==> src/rtl/sv32_mmu_walker.sv <==
// Sv32 translation unit: fully associative TLB plus hardware page-table walker on a request/ack port.
// Latency: bare or TLB hit responds 1 cycle after accept; a miss responds the cycle after the last PTE ack.
// Backpressure: req_ready is high only in IDLE (one translation in flight); a walk waits indefinitely on mem_ack.
//
// Ports:
//   CLOCK_50, KEY0            clock, asynchronous active-low reset
//   satp_mode, satp_ppn       translation enable and root page-table PPN
//   sfence                    invalidate every TLB entry on the next edge
//   req_valid/req_ready       request handshake; req_va, req_write, req_user describe the access
//   resp_valid                one-cycle result pulse with resp_pa / resp_fault (resp_pa is 0 on a fault)
//   mem_rd/mem_addr           PTE read request, held until mem_ack; mem_rdata valid with mem_ack
//
// Optional build macro MMU_AD_CHECK_EN: leaves with A=0, or stores to pages with D=0, fault
// (no hardware A/D update); the D bit is then kept per TLB entry and checked on hits.

module sv32_mmu_walker #(
  parameter int TLB_ENTRIES = 8,
  parameter int PPN_W       = 20
) (
  input  logic             CLOCK_50,
  input  logic             KEY0,
  input  logic             satp_mode,
  input  logic [PPN_W-1:0] satp_ppn,
  input  logic             sfence,
  input  logic             req_valid,
  output logic             req_ready,
  input  logic [31:0]      req_va,
  input  logic             req_write,
  input  logic             req_user,
  output logic             resp_valid,
  output logic [31:0]      resp_pa,
  output logic             resp_fault,
  output logic             mem_rd,
  output logic [31:0]      mem_addr,
  input  logic             mem_ack,
  input  logic [31:0]      mem_rdata
);

  localparam int IDX_W = $clog2(TLB_ENTRIES);

  typedef enum logic [1:0] {
    S_IDLE  = 2'd0,
    S_WALK1 = 2'd1,
    S_WALK0 = 2'd2,
    S_RESP  = 2'd3
  } state_t;

  state_t state_q, state_d;

  // Latched request
  logic [31:0] va_q, va_d;
  logic        write_q, write_d;
  logic        user_q, user_d;

  // Registered outputs
  logic        resp_valid_q, resp_valid_d;
  logic        resp_fault_q, resp_fault_d;
  logic [31:0] resp_pa_q, resp_pa_d;
  logic        mem_rd_q, mem_rd_d;
  logic [31:0] mem_addr_q, mem_addr_d;

  // Set when an sfence lands after the current walk was accepted: its result must not be cached.
  logic        flush_pend_q;

  // TLB storage
  logic [TLB_ENTRIES-1:0] tlb_valid_q;
  logic [TLB_ENTRIES-1:0] tlb_r_q;
  logic [TLB_ENTRIES-1:0] tlb_w_q;
  logic [TLB_ENTRIES-1:0] tlb_u_q;
  logic [19:0]            tlb_vpn_q [TLB_ENTRIES];
  logic [PPN_W-1:0]       tlb_ppn_q [TLB_ENTRIES];
  logic [IDX_W-1:0]       ptr_q;
`ifdef MMU_AD_CHECK_EN
  logic [TLB_ENTRIES-1:0] tlb_d_q;
`endif

  // PTE field decode of the word returned by memory
  logic             pte_v, pte_r, pte_w, pte_x, pte_u, pte_a, pte_d;
  logic [19:0]      pte_ppn;
  logic             pte_bad, pte_leaf, pte_ad_fault, walk_perm_fault;
  logic             unused_pte_bits;

  assign pte_v   = mem_rdata[0];
  assign pte_r   = mem_rdata[1];
  assign pte_w   = mem_rdata[2];
  assign pte_x   = mem_rdata[3];
  assign pte_u   = mem_rdata[4];
  assign pte_a   = mem_rdata[6];
  assign pte_d   = mem_rdata[7];
  assign pte_ppn = mem_rdata[29:10];
  // RSW, G (and A/D in the default build) carry no meaning here.
  assign unused_pte_bits = ^mem_rdata[9:5];

  // Reserved encodings and PPN bits above the 32-bit physical space are treated as faults.
  assign pte_bad  = !pte_v || (!pte_r && pte_w) || (mem_rdata[31:30] != 2'b00);
  assign pte_leaf = pte_r || pte_x;

`ifdef MMU_AD_CHECK_EN
  assign pte_ad_fault = !pte_a || (write_q && !pte_d);
`else
  assign pte_ad_fault = 1'b0;
`endif

  assign walk_perm_fault = (write_q && !pte_w) || (!write_q && !pte_r) ||
                           (user_q && !pte_u) || pte_ad_fault;

  // TLB lookup against the incoming VA (used only at accept)
  logic             hit;
  logic [IDX_W-1:0] hit_idx;
  logic             hit_fault;

  always_comb begin
    hit     = 1'b0;
    hit_idx = '0;
    for (int i = 0; i < TLB_ENTRIES; i++) begin
      if (tlb_valid_q[i] && (tlb_vpn_q[i] == req_va[31:12])) begin
        hit     = 1'b1;
        hit_idx = IDX_W'(i);
      end
    end
  end

`ifdef MMU_AD_CHECK_EN
  assign hit_fault = (req_write && !tlb_w_q[hit_idx]) || (!req_write && !tlb_r_q[hit_idx]) ||
                     (req_user && !tlb_u_q[hit_idx]) || (req_write && !tlb_d_q[hit_idx]);
`else
  assign hit_fault = (req_write && !tlb_w_q[hit_idx]) || (!req_write && !tlb_r_q[hit_idx]) ||
                     (req_user && !tlb_u_q[hit_idx]);
`endif

  // Fill slot: lowest invalid entry, otherwise the round-robin pointer
  logic             any_free;
  logic [IDX_W-1:0] free_idx;
  logic [IDX_W-1:0] fill_idx;

  always_comb begin
    any_free = 1'b0;
    free_idx = '0;
    for (int i = TLB_ENTRIES - 1; i >= 0; i--) begin
      if (!tlb_valid_q[i]) begin
        any_free = 1'b1;
        free_idx = IDX_W'(i);
      end
    end
  end

  assign fill_idx = any_free ? free_idx : ptr_q;

  // Next-state / output logic
  logic             accept;
  logic             walk_done, walk_fault;
  logic [PPN_W-1:0] walk_ppn;
  logic             fill_en;

  assign accept = (state_q == S_IDLE) && req_valid;

  always_comb begin
    state_d      = state_q;
    va_d         = va_q;
    write_d      = write_q;
    user_d       = user_q;
    resp_valid_d = 1'b0;
    resp_fault_d = 1'b0;
    resp_pa_d    = resp_pa_q;
    mem_rd_d     = mem_rd_q;
    mem_addr_d   = mem_addr_q;
    walk_done    = 1'b0;
    walk_fault   = 1'b0;
    walk_ppn     = '0;
    fill_en      = 1'b0;

    case (state_q)
      S_IDLE: begin
        if (req_valid) begin
          va_d    = req_va;
          write_d = req_write;
          user_d  = req_user;
          if (!satp_mode) begin
            state_d      = S_RESP;
            resp_valid_d = 1'b1;
            resp_pa_d    = req_va;
          end else if (hit) begin
            state_d      = S_RESP;
            resp_valid_d = 1'b1;
            resp_fault_d = hit_fault;
            resp_pa_d    = hit_fault ? 32'h0 : {tlb_ppn_q[hit_idx], req_va[11:0]};
          end else begin
            state_d    = S_WALK1;
            mem_rd_d   = 1'b1;
            mem_addr_d = {satp_ppn, 12'h000} + {20'h0, req_va[31:22], 2'b00};
          end
        end
      end

      S_WALK1: begin
        if (mem_rd_q && mem_ack) begin
          if (pte_bad) begin
            walk_done  = 1'b1;
            walk_fault = 1'b1;
          end else if (pte_leaf) begin
            // Superpage: low PPN bits must be zero; vpn0 fills them in.
            walk_done  = 1'b1;
            walk_fault = (pte_ppn[9:0] != 10'h0) || walk_perm_fault;
            walk_ppn   = {pte_ppn[19:10], va_q[21:12]};
          end else begin
            // mem_rd stays high; the next read simply targets the level-0 PTE.
            state_d    = S_WALK0;
            mem_addr_d = {pte_ppn, 12'h000} + {20'h0, va_q[21:12], 2'b00};
          end
        end
      end

      S_WALK0: begin
        if (mem_rd_q && mem_ack) begin
          walk_done  = 1'b1;
          walk_fault = pte_bad || !pte_leaf || walk_perm_fault;
          walk_ppn   = pte_ppn;
        end
      end

      S_RESP: begin
        state_d = S_IDLE;
      end

      default: begin
        state_d = S_IDLE;
      end
    endcase

    if (walk_done) begin
      state_d      = S_RESP;
      mem_rd_d     = 1'b0;
      resp_valid_d = 1'b1;
      resp_fault_d = walk_fault;
      resp_pa_d    = walk_fault ? 32'h0 : {walk_ppn, va_q[11:0]};
      // A flush seen during this walk, or arriving now, wins over the fill.
      fill_en      = !walk_fault && !flush_pend_q && !sfence;
    end
  end

  // State and datapath registers
  always_ff @(posedge CLOCK_50 or negedge KEY0) begin
    if (!KEY0) begin
      state_q      <= S_IDLE;
      va_q         <= '0;
      write_q      <= 1'b0;
      user_q       <= 1'b0;
      resp_valid_q <= 1'b0;
      resp_fault_q <= 1'b0;
      resp_pa_q    <= '0;
      mem_rd_q     <= 1'b0;
      mem_addr_q   <= '0;
      flush_pend_q <= 1'b0;
      ptr_q        <= '0;
      tlb_valid_q  <= '0;
      tlb_r_q      <= '0;
      tlb_w_q      <= '0;
      tlb_u_q      <= '0;
`ifdef MMU_AD_CHECK_EN
      tlb_d_q      <= '0;
`endif
      for (int i = 0; i < TLB_ENTRIES; i++) begin
        tlb_vpn_q[i] <= '0;
        tlb_ppn_q[i] <= '0;
      end
    end else begin
      state_q      <= state_d;
      va_q         <= va_d;
      write_q      <= write_d;
      user_q       <= user_d;
      resp_valid_q <= resp_valid_d;
      resp_fault_q <= resp_fault_d;
      resp_pa_q    <= resp_pa_d;
      mem_rd_q     <= mem_rd_d;
      mem_addr_q   <= mem_addr_d;

      if (accept) flush_pend_q <= 1'b0;
      if (sfence) flush_pend_q <= 1'b1;

      if (fill_en) begin
        tlb_valid_q[fill_idx] <= 1'b1;
        tlb_vpn_q[fill_idx]   <= va_q[31:12];
        tlb_ppn_q[fill_idx]   <= walk_ppn;
        tlb_r_q[fill_idx]     <= pte_r;
        tlb_w_q[fill_idx]     <= pte_w;
        tlb_u_q[fill_idx]     <= pte_u;
`ifdef MMU_AD_CHECK_EN
        tlb_d_q[fill_idx]     <= pte_d;
`endif
        ptr_q                 <= ptr_q + IDX_W'(1);
      end

      if (sfence) tlb_valid_q <= '0;
    end
  end

  assign req_ready  = (state_q == S_IDLE);
  assign resp_valid = resp_valid_q;
  assign resp_fault = resp_fault_q;
  assign resp_pa    = resp_pa_q;
  assign mem_rd     = mem_rd_q;
  assign mem_addr   = mem_addr_q;

endmodule

==> config.mk <==
export PLATFORM = sky130hd
export DESIGN_NAME = sv32_mmu_walker
export DESIGN_NICKNAME = d
export VERILOG_FILES = /design/src/rtl/sv32_mmu_walker.sv
export SDC_FILE = /design/constraint.sdc
export NUM_CORES = 1
export LEC_CHECK = 0
export BUFFER_PORTS_ARGS = -buffer_cell sky130_fd_sc_hd__buf_2
export CORE_MARGIN = 3
export CORE_UTILIZATION = 50
export DETAILED_ROUTE_END_ITERATION = 12
export HOLD_SLACK_MARGIN = 0.15
export PLACE_DENSITY_LB_ADDON = 0.2
export SLEW_MARGIN = 20
export SYNTH_ARGS = -nofsm -noshare
export SYNTH_HDL_FRONTEND = slang
export SYNTH_SLANG_ARGS = --single-unit
export TNS_END_PERCENT = 50
==> constraint.sdc <==
create_clock -name CLOCK_50 -period 5.5 [get_ports CLOCK_50]
set_input_delay 1.1 -clock CLOCK_50 [delete_from_list [all_inputs] [get_ports CLOCK_50]]
set_output_delay 1.1 -clock CLOCK_50 [all_outputs]
set_load 0.005 [all_outputs]
==> metrics.txt, run 1 <==
post-CTS sizing=0; Synth async-reset ratio=100%; synth top area cells=dfrtp_1 52%, mux2_2 11%, o21ai_0 5.6%, nand2_1 4.9%, mux2i_1 4.5%; Routed WL per cell=23.8 um; CTS tree=built; pin count of the biggest net entering global routing=140; initial DRC count=1423; fin. max-slew vios=0; CP max-delay cell=a311oi_4; # Post-CTS Setup Buffers=0; actual slew at the worst max-slew pin=954 ps; full die area=46700 um2; YS warnings=0; P_int=6690 uW; Cells after Synth=2050; post-route ant nets=0; Tmin final=between 4000 and 5000 ps; Power Density=392 nW/um2; Yosys cell types=73; Total Wirelength=~67000 um; Global Route met2 Usage=between 40% and 50%; post-synthesis sequential area ratio=51.9%; FMAX=~220 MHz; drc violations=0; CTS buffer count=a little under 50; Commonest cells post-synth=457 x dfrtp_1, 287 x nand2_1, 247 x o21ai_0; CP most frequent cell=nand4_1; critical path cell sequence=buf_2 > xnor2_1 > nand4_1 > nor4_1 > nand4_1 > a311oi_4 > mux4_2 > nand2_1 > a311oi_2 > nor2_2 > o41ai_1; Comb pwr share=about 22%; flops & latches, synth=approximately 460; worst stage delay on the critical path=630 ps; Max FO, Critical Path=11; Final HPWL DP=about 45000 um; synthesized area=22100 um2; CTS Sinks=between 400 and 500; post-synth top area share=51.9%; initial antenna violation count=3; CP endpoint kind=flop; largest area contributor in the netlist=dfrtp_1; Clock Skew=approximately 22 ps; FP Rows=76; Core ar.=around 43000 um2; Data arrival, critical path=approximately 4900 ps; Hold WS=443 ps; vias per inst=5.99; Max-Cap Viols=0; vias in the first global route=16597; Leak=approximately 0.012 uW; cts hold-fix bufs=0; Clock Tree Root=clkbuf_16; startpoint types=primary input; Setup-failing EPs final=0; nets=about 2300; Peak VDD IR=approximately 0.22 mV; H-tree depth=2; Placer Congestion=0.974; layout cells sized above 1=24.8%; NetSw=approximately 3200 uW; Slew headroom=35.6%; deepest clock path buffer count=3; drt pass-1 iters=5; area grow syn2layout=14.6%; Top FF cell, synth=dfrtp_1; met3 Use GR=~4.5%; clk_lat worst skew=~600 ps; HP Class=flop to flop; Die X=roughly 220 um; final period utilization=81.0%; die height=216 um; critical path class=primary input to flop; EDFF count, synth=0; via count=16779; WP data required=5940 ps; most frequent cell after synthesis=dfrtp_1; Seq pwr share=44.1%; Hold Vio Cnt, Final=0; Starting Density=50.9%; Sw Share=roughly a third; setup TNS=0 ps; status=finished, final reports clean; GRT met1 Usage=37.0%; clock-pin transition on the worst setup and hold timing paths=70 ps; GRT Total Usage=28.3%; clock share of power=between 30% and 40%; most used routing layer=met2; unrepaired setup endpoints after global routing=false; # IOs=160; GRT overflow=0; global-route wire length before repair=101000 um; Mean Syn Cell Area=10.8 um2; I/O Buffers=around 150
[flip-flops by register name, indices dropped and copies added (netlist names), 2 cells and up]
register     count
tlb_ppn_q      160
tlb_vpn_q      160
resp_pa         32
va_q            32
mem_addr        30
tlb_r_q          8
tlb_u_q          8
tlb_valid_q      8
tlb_w_q          8
ptr_q            3
state_q          2
[stage by stage]
stage          instance area [um2]  utilization (%)  cells  total power (uW)  worst slack [ps]
2_1_floorplan                22100                -   2051              5430              1130
3_3_place_gp                 23600             54.5   2710              6490               298
3_5_place_dp                 23600             54.5   2710              6570               175
4_1_cts                      25300             58.3   2800              9940               770
5_1_grt                      25300             58.3   2803             10300               825
6_report                     25300             58.3   2803              9910              1040
[cells by family (layout without fill, tap and decap cells)]
| group | Yosys count | in the layout | synth area share (%) |
|---|---|---|---|
| simple gates | 504 | 504 | 10.6 |
| flops | 457 | 457 | 51.9 |
| buf+inv | 164 | 328 | 3.01 |
| fa+ha+maj | 5 | 5 | 0.284 |
| mux | 308 | 308 | 15.3 |
| other cells | 1 | 5 | 0.0170 |
| compound gates | 448 | 448 | 12.5 |
| xor+xnor | 163 | 163 | 6.47 |
[worst paths after layout]
| kind | from | to | slack, ps | depth (start not counted) |
|---|---|---|---|---|
| min reg2reg | tlb_r_q[3]$_DFFE_PN0P_ | tlb_r_q[3]$_DFFE_PN0P_ | 440 | 2 |
| max | req_va[14] | resp_pa[12]$_DFFE_PN0P_ | 1040 | 11 |
| min in group asynchronous | KEY0 | mem_addr[25]$_DFFE_PN0P_ | 520 | 1 |
| max reg2reg | state_q[0]$_DFFE_PN0P_ | tlb_ppn_q[72]$_DFFE_PN0P_ | 1370 | 11 |
| max in group asynchronous | KEY0 | resp_pa[7]$_DFFE_PN0P_ | 3740 | 2 |
| min | tlb_r_q[3]$_DFFE_PN0P_ | tlb_r_q[3]$_DFFE_PN0P_ | 440 | 2 |
[metal layers]
metal,part of all wire [%],vias to the layer above
li1,-,7525
met2,48,628
met5,0,-
met1,41,8445
met3,5.7,181
met4,4.9,0
[critical path, delay by kind of cell]
family / cells / cell delay (ps)
XOR/XNOR: 1 / 210
buffers and inverters: 1 / 370
AO/OA/AOI/OAI: 3 / 940
multiplexers: 1 / 590
AND/OR/NAND/NOR: 5 / 1650
[cell type report]
cell class                      count  area [um2]
Multi-Input combinational cell   1430       10000
Timing Repair Buffer              220        1360
Tap cell                          585         732
Inverter                           18        67.6
Clock inverter                     19         179
Fill cell                        3716       18100
Clock buffer                       71        1470
Antenna cell                        3        7.51
Sequential cell                   457       11400
[cell usage in the layout (no fill, tap or decap), drive strengths merged, types with 36 or more instances in the layout]
master / n
nand2: 287
nand3: 36
nand4: 42
mux2i: 100
mux2: 206
xnor2: 111
dfrtp: 457
nor2: 47
o21ai: 248
a21oi: 67
xor2: 52
buf: 220
clkbuf: 71
[power by group through the flow]
stage                     logic (uW)  registers [uW]  clock network [uW]
after global placement          2090            4400                   0
after global routing            2350            4400                3560
after floorplan                 1350            4080                   0
final                           2160            4370                3380
after CTS                       2160            4360                3420
after detailed placement        2150            4420                   0
Note: power is estimated with default switching activity, not from simulation.
==> run 2, diff against run 1 <==
==> constraint.sdc (replaced) <==
create_clock -name CLOCK_50 -period 4.5 [get_ports CLOCK_50]
set_input_delay 0.9 -clock CLOCK_50 [delete_from_list [all_inputs] [get_ports CLOCK_50]]
set_output_delay 0.9 -clock CLOCK_50 [all_outputs]
set_load 0.005 [all_outputs]
==> metrics.txt, run 2 (synthesis gave the netlist of run 1 again) <==
R2R setup slack=480 ps; Cell Area, Placed=24100 um2; post-route ant nets=0; layout cells sized above 1=26.6%; startpoint types=primary input; CP Buf/Inv Count=4; Final HPWL DP=46700 um; FMAX=approximately 250 MHz; final period utilization=90.3%; Data arrival, critical path=approximately 4600 ps; initial antenna violation count=4; WP data required=4990 ps; global-route wire length before repair=104000 um; clock-pin transition on the worst setup and hold timing paths=60 ps; Starting Density=50.9%; FF-to-FF End=resp_pa[30]$_DFFE_PN0P_; clk_lat worst skew=a little under 600 ps; via count=16997; Core ar.=43400 um2; Setup-failing EPs final=0; final cell count without fillers=2857; Hold Vio Cnt, Final=0; biggest registers after layout=tlb_ppn_q x160, tlb_vpn_q x160; Leak=0.0121 uW; I/O Buffers=152; Filler cells=3698; vias per inst=5.95; unrepaired setup endpoints after global routing=false; GRT Total Usage=between 20% and 30%; # IOs=160; initial DRC count=1576; Total Wirelength=67500 um; Crit Reg-Reg Startpoint=tlb_vpn_q[125]$_DFFE_PN0P_; H-tree depth=2; actual slew at the worst max-slew pin=about 1000 ps; setup TNS=0 ps; Placer Congestion=0.945; Power Density=~470 nW/um2; reg2reg path depth=13; delay-heaviest family, CP=compound AO/OA/AOI/OAI gates; Slew headroom=a little over a third; CTS buffer count=50; Max-Cap Viols=0; Peak VDD IR=roughly 0.35 mV; FP Rows=76; status=finished, final reports clean; Routed WL per cell=23.6 um; drc violations=0; vias in the first global route=17179; CTS Sinks=around 460; Max FO, Critical Path=9; Die X=about 220 um; Multi-input gate area=10000 um2; Clock Tree Root=clkbuf_16; commonest cells after routing, fill and taps aside=457 x dfrtp_1, 280 x nand2_1, 247 x o21ai_0; # Post-CTS Setup Buffers=0; full die area=about 47000 um2; leading cell type in the layout, fill and taps excluded=dfrtp_1; post-CTS sizing=0; fin. max-slew vios=0; GRT overflow=0; Clock Skew=13.2 ps; worst stage delay on the critical path=600 ps; area grow syn2layout=17.3%; critical path class=primary input to flop; nets=2327; Tmin final=4060 ps; HP Class=primary input to async pin; deepest clock path buffer count=3; Inst Count DP=about 2800; die height=216 um; critical path cell sequence=buf_2 > xor2_1 > or4b_1 > or4_1 > a211oi_1 > o311a_1 > buf_4 > mux2i_1 > o21bai_1 > a211oi_1 > buf_4 > nor3_2 > buf_4 > a211oi_1; CTS tree=built; drt pass-1 iters=5; CP max-delay cell=or4_1; cts hold-fix bufs=0; pin count of the biggest net entering global routing=between 100 and 150; CP endpoint kind=flop; Register Area=11400 um2; post-route cell area=25900 um2
[run 2: cell count changes in the layout (fill, tap and decap cells not counted), sizes merged]
cell	change
clkinv	-1
bufinv	+1
diode	-2
inv	-1
clkbuf	+5
buf	+53
clkinvlp	-1
[run 2: how the worst max path moves through the flow]
stage                     cells past startpoint                       to  slack (ps)        from
after floorplan                              12  resp_pa[13]$_DFFE_PN0P_         330  req_va[16]
after global placement                       13  resp_pa[12]$_DFFE_PN0P_         -30  req_va[17]
after detailed placement                     13  resp_pa[12]$_DFFE_PN0P_         -90  req_va[17]
after CTS                                    14  resp_pa[27]$_DFFE_PN0P_         530  req_va[17]
after global routing                         12  resp_pa[12]$_DFFE_PN0P_         290  req_va[17]
final                                        14  resp_pa[30]$_DFFE_PN0P_         440  req_va[17]
[run 2: metrics by stage]
step	hold WS [ps]	total power (uW)	setup slack (ps)	utilization, %
finish	338	12200	437	59.7
global route	425	12800	288	59.7
CTS	422	12300	529	59.7
detailed placement	433	8010	-85.0	55.6
global placement	435	7900	-33.0	55.6
floorplan	414	6630	335	-
[run 2: power breakdown]
group / total, uW / internal [uW] / switching, uW
combinational: 2670 / 1180 / 1490
sequential: 5280 / 4610 / 666
clock: 4280 / 2600 / 1680
total: 12200 / 8390 / 3840
[run 2: layout make-up]
| class | count | share of cell area, % |
|---|---|---|
| clock inverter | 17 | 0.725 |
| tap | 585 | 2.83 |
| antenna | 1 | 0.00967 |
| clock buffer | 76 | 6.00 |
| multi-input combinational | 1430 | 38.8 |
| sequential | 457 | 44.2 |
| timing repair buffer | 273 | 7.22 |
| inverter | 18 | 0.261 |
[run 2: metal layers]
| layer | up-vias | track usage [%] | wire (um) |
|---|---|---|---|
| met1 | 8596 | 37.5 | 27600 |
| met5 | - | 0 | 13 |
| met4 | 2 | 14.7 | 3750 |
| met3 | 185 | 4.41 | 3750 |
| met2 | 576 | 48.1 | 32400 |
| li1 | 7638 | - | - |
